<file path="src/rtl/mux_rr_sequencer_4ch.sv">
// rtl/mux_rr_sequencer_4ch.sv - round-robin 4-channel sequencer driving an n-bit 4:1 mux
//
// Arbitrates four level-sensitive requesters, drives the mux select, captures
// the selected mux word and hands it downstream over valid/ready.
//
// Ports:
//   clk_in     rising-edge clock
//   reset_in   synchronous active-high reset
//   req_in     [3:0] per-channel request, held until the channel's grant pulse
//   mux_f_in   [n-1:0] mux output, combinational from s_out
//   s_out      [1:0] registered mux select
//   grant_out  [3:0] one-hot, one-cycle pulse for the captured channel
//   data_out   [n-1:0] registered captured word
//   valid_out  data_out holds an unconsumed word
//   ready_in   downstream accepts data_out when valid_out && ready_in

module mux_rr_sequencer_4ch #(
  parameter int n = 4
) (
  input  logic         clk_in,
  input  logic         reset_in,
  input  logic [3:0]   req_in,
  input  logic [n-1:0] mux_f_in,
  output logic [1:0]   s_out,
  output logic [3:0]   grant_out,
  output logic [n-1:0] data_out,
  output logic         valid_out,
  input  logic         ready_in
);

  typedef enum logic [1:0] {
    IDLE    = 2'd0,
    CAPTURE = 2'd1,
    OUTPUT  = 2'd2
  } state_t;

  state_t       state_q, state_d;
  logic [1:0]   s_q, s_d;
  logic [1:0]   last_q, last_d;
  logic [3:0]   grant_q, grant_d;
  logic [n-1:0] data_q, data_d;
  logic         valid_q, valid_d;

  logic [3:0]   pick_req;
  logic [1:0]   win;
  logic         found;
  logic [1:0]   idx;

  // Round-robin scan starting just after the last served channel. In OUTPUT
  // the just-granted channel is masked because its source may still be
  // holding the request it was served for.
  always_comb begin
    pick_req = req_in;
    if (state_q == OUTPUT) begin
      pick_req = req_in & ~(4'b0001 << last_q);
    end
    win   = last_q;
    found = 1'b0;
    idx   = 2'd0;
    for (int i = 1; i <= 4; i++) begin
      idx = last_q + 2'(i);
      if (!found && pick_req[idx]) begin
        win   = idx;
        found = 1'b1;
      end
    end
  end

  always_comb begin
    state_d = state_q;
    s_d     = s_q;
    last_d  = last_q;
    grant_d = 4'b0000;
    data_d  = data_q;
    valid_d = valid_q;
    case (state_q)
      IDLE: begin
        if (found) begin
          s_d     = win;
          state_d = CAPTURE;
        end
      end
      CAPTURE: begin
        // Pick is committed: capture even if the request has since dropped.
        data_d  = mux_f_in;
        valid_d = 1'b1;
        grant_d = 4'b0001 << s_q;
        last_d  = s_q;
        state_d = OUTPUT;
      end
      OUTPUT: begin
        if (valid_q && ready_in) begin
          valid_d = 1'b0;
          if (found) begin
            s_d     = win;
            state_d = CAPTURE;
          end else begin
            state_d = IDLE;
          end
        end
      end
      default: begin
        state_d = IDLE;
      end
    endcase
  end

  always_ff @(posedge clk_in) begin
    if (reset_in) begin
      state_q <= IDLE;
      s_q     <= 2'd0;
      last_q  <= 2'd3;
      grant_q <= 4'b0000;
      data_q  <= '0;
      valid_q <= 1'b0;
    end else begin
      state_q <= state_d;
      s_q     <= s_d;
      last_q  <= last_d;
      grant_q <= grant_d;
      data_q  <= data_d;
      valid_q <= valid_d;
    end
  end

  assign s_out     = s_q;
  assign grant_out = grant_q;
  assign data_out  = data_q;
  assign valid_out = valid_q;

endmodule

</file>
<file path="config.mk">
export PLATFORM = sky130hd
export DESIGN_NAME = mux_rr_sequencer_4ch
export DESIGN_NICKNAME = d
export VERILOG_FILES = /design/src/rtl/mux_rr_sequencer_4ch.sv
export SDC_FILE = /design/constraint.sdc
export NUM_CORES = 1
export LEC_CHECK = 0
export CAP_MARGIN = 15
export CORE_ASPECT_RATIO = 0.8
export CORE_UTILIZATION = 50
export CTS_CLUSTER_DIAMETER = 120
export CTS_CLUSTER_SIZE = 24
export DETAILED_ROUTE_END_ITERATION = 8
export PLACE_DENSITY_LB_ADDON = 0.2
export RECOVER_POWER = 50
export SLEW_MARGIN = 20
export SYNTH_ARGS = -nofsm -noshare
export SYNTH_HDL_FRONTEND = slang
export SYNTH_SLANG_ARGS = --single-unit
</file>
<file path="constraint.sdc">
create_clock -name clk_in -period 4.5 [get_ports clk_in]
set_input_delay 1.35 -clock clk_in [delete_from_list [all_inputs] [get_ports clk_in]]
set_output_delay 1.35 -clock clk_in [all_outputs]
set_load 0.02 [all_outputs]
</file>
==> impl_metrics.py, run 1 <==
metrics = {
    "clocking": {
        "cts_max_level": 1,
        "clock_latency_ns": 0.29,
        "cts_resized": 0,
        "cts_made_buffers": 3,
        "cts-root-buf": "clkbuf_4",
        "clock-sinks": 15,
        "cts.path.max_buffers": 2,
        "post_cts_buffers": 0,
        "path_clk_slew_ns": 0.09,
        "cts_hold_buf": 0,
        "cts_tree": "built",
    },
    "sta": {
        "finalCritPeriodShare_pct": 63.5,
        "maxSlewViolCount": 0,
        "relSlewSlack_pct": 55.0,
        "hold_viol": 0,
        "fin_crit_ns": 2.86,
        "fin_hold_ws_ns": 0.465,
        "worst_pin_slew_ns": 0.674,
        "clock_skew_ns": 0.00276,
        "setup_tns_ns": 0,
        "max_clock_freq_ghz": 0.350,
        "final-setup-viol-count": 0,
        "rsz0062_at_grt": "false",
    },
    "synth": {
        "ys_warn_count": 0,
        "synth_ff_type": "dfxtp_1",
        "mappedNetlistArea_sq_um": 870,
        "yosys_register_bits": 15,
        "netlist_top_cells_area": "dfxtp_1 35%, nand2_1 7.3%, ha_1 5.8%, a221oi_2 3.5%, mux4_1 3.0%",
        "synth_top_cell_by_area": "dfxtp_1",
        "synthesis.instances": 97,
        "ys_types": 38,
        "synth_edf_count": 0,
        "async_flop_share_pct": 0,
        "synth_area_per_cell_sq_um": 8.96,
        "syn_nets": 112,
        "synth_top_area_share_pct": 34.5,
        "ys_seq_area_share_pct": 34.5,
    },
    "layout": {
        "fill_cells": 144,
        "layout.cells.most_common": "clkdlybuf4s50_1",
        "diodes": 0,
        "layout_common_cells": "19 x clkdlybuf4s50_1, 17 x nand2_1, 15 x dfxtp_1, 5 x a21oi_1, 5 x nor2_1",
        "drive_above_1_share_pct": 9.40,
        "syn_to_final_growth_pct": 28.2,
        "post-route-cell-area_sq_um": 1110,
        "final_nets": 133,
    },
    "die": {
        "core_area_sq_um": 1630,
        "die_area_sq_um": 1910,
        "die_x_um": 48.6,
        "io_pins": 22,
        "core.rowCount": 13,
        "initial_core_util_pct": 53.5,
        "fp.dieH_um": 39.3,
    },
    "detailed_routing": {
        "wire_per_inst_um": 13.9,
        "vias": 808,
        "drt_pass1_iterations": 4,
        "postRouteAntennaNets": 0,
        "first_iter_violations": 15,
        "viasPerCell": 5.81,
        "wl_um": 1930,
        "post-route-drc-count": 0,
    },
    "place": {
        "dpl-instance-area_sq_um": 1090,
        "io_buffer_count": 21,
        "dp_hpwl_um": 1420,
        "globalplace.congestion": 0.824,
    },
    "power_and_ir_drop": {
        "powerDensity_nw_per_um2": 361,
        "leakagePower_nw": 0.466,
        "finalPower_mw": 0.403,
        "ir_drop_mv": 0.217,
    },
    "global_routing": {
        "grtUsageTotal_pct": 22.9,
        "grt_max_degree": 18,
        "grt_antenna_before_repair": 0,
        "grt-ovfl-total": 0,
        "grt_pass1_vias": 680,
        "grt_pass1_wl_um": 3200,
    },
    "worst_setup_path": {
        "crit_required_ns": 4.67,
        "worstSetupPathType": "input port to register",
        "critPathMaxFanout": 5,
        "cp-start-kind": "input port",
        "end_kind": "register",
        "worst-endpoint-arrival_ns": 3.02,
    },
    "min_path": {
        "hold_class": "register to register",
    },
    "flow_run": {
        "cap_viol_max_count": 0,
    },
    "outcome": {
        "status": "finished, final reports clean",
    },
}
==> metrics by stage <==
step	util [%]	setup slack, ns	cells
6_report	68.5	1.64	139
5_1_grt	68.5	1.53	139
4_1_cts	68.5	1.64	139
3_5_place_dp	66.8	1.33	135
3_3_place_gp	66.8	1.39	135
2_1_floorplan	-	2.01	97
==> routing by layer <==
| layer | wire, um | track usage [%] |
|---|---|---|
| met2 | 860 | 35.8 |
| met1 | 988 | 30.8 |
| met5 | 0 | 0 |
| met3 | 65 | 6.98 |
| met4 | 16 | 6.62 |
==> worst max-delay path, cell delays in order <==
cell,delay [ns]
clkdlybuf4s50_1,0.58
nand2_4,0.09
mux4_2,0.53
o31ai_1,0.31
o311ai_0,0.17
==> layout make-up <==
cell class	count	area (sq um)	area share (%)
clock inverter	1	5.00	0.449
clock buffer	3	22.5	2.02
multi-input combinational	73	534	47.9
sequential	15	300	26.9
inverter	4	15.0	1.35
tap	22	27.5	2.47
timing repair buffer	21	210	18.9
==> cells in the mapped netlist (2+ instances only) <==
cell	n
nand3_1	3
ha_1	4
o311ai_0	2
nor4_1	2
nor2b_1	2
a32oi_1	2
o211ai_1	3
and4_1	2
nand3b_1	3
nor2_1	5
clkbuf_1	3
nand4_1	2
a21oi_1	5
a221oi_2	2
dfxtp_1	15
nand2_1	17
inv_1	4
==> state kept, by name, indices dropped and copies added (netlist names) <==
register	flops
valid_out	1
last_q	2
grant_out	4
state_q	2
data_out	4
s_out	2
==> power by group <==
group | total [mW] | switching (mW) | internal (mW)
Sequential | 0.172 | 0.0235 | 0.149
Combinational | 0.150 | 0.0787 | 0.0712
Clock | 0.0806 | 0.0474 | 0.0331
Total | 0.403 | 0.150 | 0.253
==> kinds of logic after synthesis <==
family | after synthesis | share of synthesized area, %
mux | 2 | 5.61
flops | 15 | 34.5
simple gates | 45 | 29.2
buf+inv | 9 | 4.03
fa+ha+maj | 4 | 5.76
compound gates | 22 | 20.9
==> final timing paths <==
| kind | from | endpoint | slack, ns | cells past startpoint |
|---|---|---|---|---|
| setup / recovery | req_in[0] | s_out[0] | 1.64 | 5 |
| hold / removal | data_out[1] | data_out[1] | 0.46 | 2 |
| setup reg to reg | last_q[0] | s_out[0] | 1.91 | 7 |
| hold reg to reg | data_out[1] | data_out[1] | 0.46 | 2 |
No activity file was read; power rests on OpenSTA's default activity.
==> run 2: changes to the inputs <==
--- a/config.mk
+++ b/config.mk
@@ -7,7 +7,7 @@
 export LEC_CHECK = 0
 export CAP_MARGIN = 15
 export CORE_ASPECT_RATIO = 0.8
-export CORE_UTILIZATION = 50
+export CORE_UTILIZATION = 47
 export CTS_CLUSTER_DIAMETER = 120
 export CTS_CLUSTER_SIZE = 24
 export DETAILED_ROUTE_END_ITERATION = 8
==> constraint.sdc (replaced) <==
create_clock -name clk_in -period 2.8 [get_ports clk_in]
set_input_delay 0.84 -clock clk_in [delete_from_list [all_inputs] [get_ports clk_in]]
set_output_delay 0.84 -clock clk_in [all_outputs]
set_load 0.02 [all_outputs]
==> run 2 against run 1 <==
Against the previous run: design area is 0.67% higher; setup slack worse by 1.2 ns; via count rose by 3.3%; register-to-register slack got worse by 1.4 ns; first-iteration DRC count grew 100%; clock skew increased by 0.0024 ns; sequential power is 55% higher; combinational power grew 71%; die area grew 6.1%; non-clock buffer count is 1 higher; power grew 60%.
==> impl_metrics.py, run 2 (synthesized netlist as in run 1, its figures left out) <==
metrics = {
    "worst_setup_path": {
        "crit_chain": "clkdlybuf4s50_1 > nand2_4 > mux4_2 > a221oi_2 > nor2_1 > a221oi_2",
        "crit_slowest_cell": "clkdlybuf4s50_1",
        "r2r_start": "last_q[1]",
        "path_depth": 6,
        "cp_top_family": "buffers and inverters",
        "critical_path_buf_inv_count": 1,
        "cpMostUsedCell": "a221oi_2",
        "worstSetupPathType": "input port to register",
        "cpPeakStageDelay_ns": 0.59,
        "crit_required_ns": 3.01,
        "cp-start-kind": "input port",
        "worstSetupStartpoint": "req_in[0]",
        "worstRegToRegCells": 8,
        "worst_r2r_endpoint": "s_out[1]",
        "setup.worst_path.end": "s_out[1]",
        "end_kind": "register",
        "worst-endpoint-arrival_ns": 2.61,
        "critPathMaxFanout": 5,
        "r2r_slack_ns": 0.54,
    },
    "detailed_routing": {
        "vias": 835,
        "wl_um": 1900,
        "drt_pass1_iterations": 4,
        "first_iter_violations": 30,
        "post-route-drc-count": 0,
        "viasPerCell": 5.96,
        "wire_per_inst_um": 13.6,
        "postRouteAntennaNets": 0,
    },
    "die": {
        "die_x_um": 50.1,
        "fp.dieH_um": 40.5,
        "core_area_sq_um": 1680,
        "io_pins": 22,
        "core.rowCount": 13,
        "die_area_sq_um": 2030,
        "initial_core_util_pct": 51.9,
    },
    "flow_run": {
        "cap_viol_max_count": 0,
    },
    "layout": {
        "drive_above_1_share_pct": 10.2,
        "layout_common_cells": "19 x clkdlybuf4s50_1, 17 x nand2_1, 15 x dfxtp_1, 5 x a21oi_1, 5 x nor2_1",
        "syn_to_final_growth_pct": 29.1,
        "final_nets": 134,
        "diodes": 0,
        "layout.cells.most_common": "clkdlybuf4s50_1",
        "utilization_pct": 67.0,
    },
    "sta": {
        "fin_crit_ns": 2.40,
        "worst_pin_slew_ns": 0.646,
        "clock_skew_ns": 0.00518,
        "max_clock_freq_ghz": 0.416,
        "finalCritPeriodShare_pct": 85.9,
        "relSlewSlack_pct": 56.8,
        "setup_ws_ns": 0.396,
        "maxSlewViolCount": 0,
        "hold_viol": 0,
        "setup_tns_ns": 0,
        "final-setup-viol-count": 0,
        "rsz0062_at_grt": "false",
    },
    "place": {
        "dp_hpwl_um": 1420,
        "globalplace.congestion": 0.756,
        "io_buffer_count": 21,
        "pre_cts_slack_ns": 0.124,
    },
    "clocking": {
        "clock_latency_ns": 0.29,
        "cts_resized": 0,
        "cts_hold_buf": 0,
        "post_cts_buffers": 0,
        "cts-root-buf": "clkbuf_4",
        "cts_made_buffers": 3,
        "clock-sinks": 15,
        "cts.path.max_buffers": 2,
        "cts_tree": "built",
        "path_clk_slew_ns": 0.09,
        "cts_max_level": 1,
    },
    "global_routing": {
        "grt_max_degree": 17,
        "grt_pass1_vias": 683,
        "grt_antenna_before_repair": 0,
        "grt-ovfl-total": 0,
        "grt_pass1_wl_um": 2990,
        "grtUsageTotal_pct": 20.5,
    },
    "power_and_ir_drop": {
        "leakagePower_nw": 0.471,
        "powerDensity_nw_per_um2": 575,
        "ir_drop_mv": 0.377,
    },
    "outcome": {
        "status": "finished, final reports clean",
    },
    "min_path": {
        "hold_class": "register to register",
    },
}
## run 2: changes by cell type in the layout (fill, tap and decap cells not counted)
cell	before	now
buf_4	0	1
## run 2: cell type report
| type | instances | area (sq um) |
|---|---|---|
| well taps | 22 | 27.5 |
| fillers | 143 | 553 |
| repair buffers | 22 | 218 |
| clock buffers | 3 | 22.5 |
| flip-flops and latches | 15 | 300 |
| multi-input cells | 73 | 534 |
| inverters | 4 | 15.0 |
| clock inverters | 1 | 5.00 |
## run 2: worst register-to-register path, stage by stage (launching register included)
cell      delay [ns]
dfxtp_1         0.51
inv_1           0.13
ha_1            0.20
nand3b_1        0.12
nand2_2         0.13
mux4_2          0.53
a221oi_2        0.27
nor2_1          0.07
a221oi_2        0.21
## run 2: how the worst min path moves through the flow
stage / to / cells past startpoint / from
final: data_out[0] / 2 / data_out[0]
after global routing: data_out[0] / 2 / data_out[0]
after CTS: data_out[0] / 2 / data_out[0]
after detailed placement: data_out[0] / 2 / data_out[0]
after global placement: data_out[2] / 2 / data_out[2]
after floorplan: data_out[0] / 2 / data_out[0]
## run 2: layer usage
| metal | wire length [um] | track usage (%) | share of wire, % | up-vias |
|---|---|---|---|---|
| li1 | - | - | - | 405 |
| met1 | 913 | 24.6 | 48 | 395 |
| met2 | 850 | 35.7 | 45 | 33 |
| met3 | 129 | 7.95 | 6.8 | 2 |
| met4 | 7 | 4.29 | 0.37 | 0 |
| met5 | 0 | 0 | 0 | - |
## run 2: through the flow
step                hold WS [ns]  total power, mW  instance area (sq um)  instances
CTS                        0.463            0.647                   1120        140
global route               0.478            0.685                   1120        140
floorplan                  0.535            0.439                    870         97
global placement           0.443            0.515                   1090        136
detailed placement         0.449            0.524                   1090        136
finish                     0.463            0.645                   1120        140
## run 2: power breakdown
part           internal (mW)  switching, mW  leakage [nW]  total (mW)
registers              0.239         0.0273         0.123       0.266
logic                  0.117          0.139         0.330       0.256
clock network         0.0531         0.0699        0.0177       0.123
total                  0.409          0.236         0.471       0.645
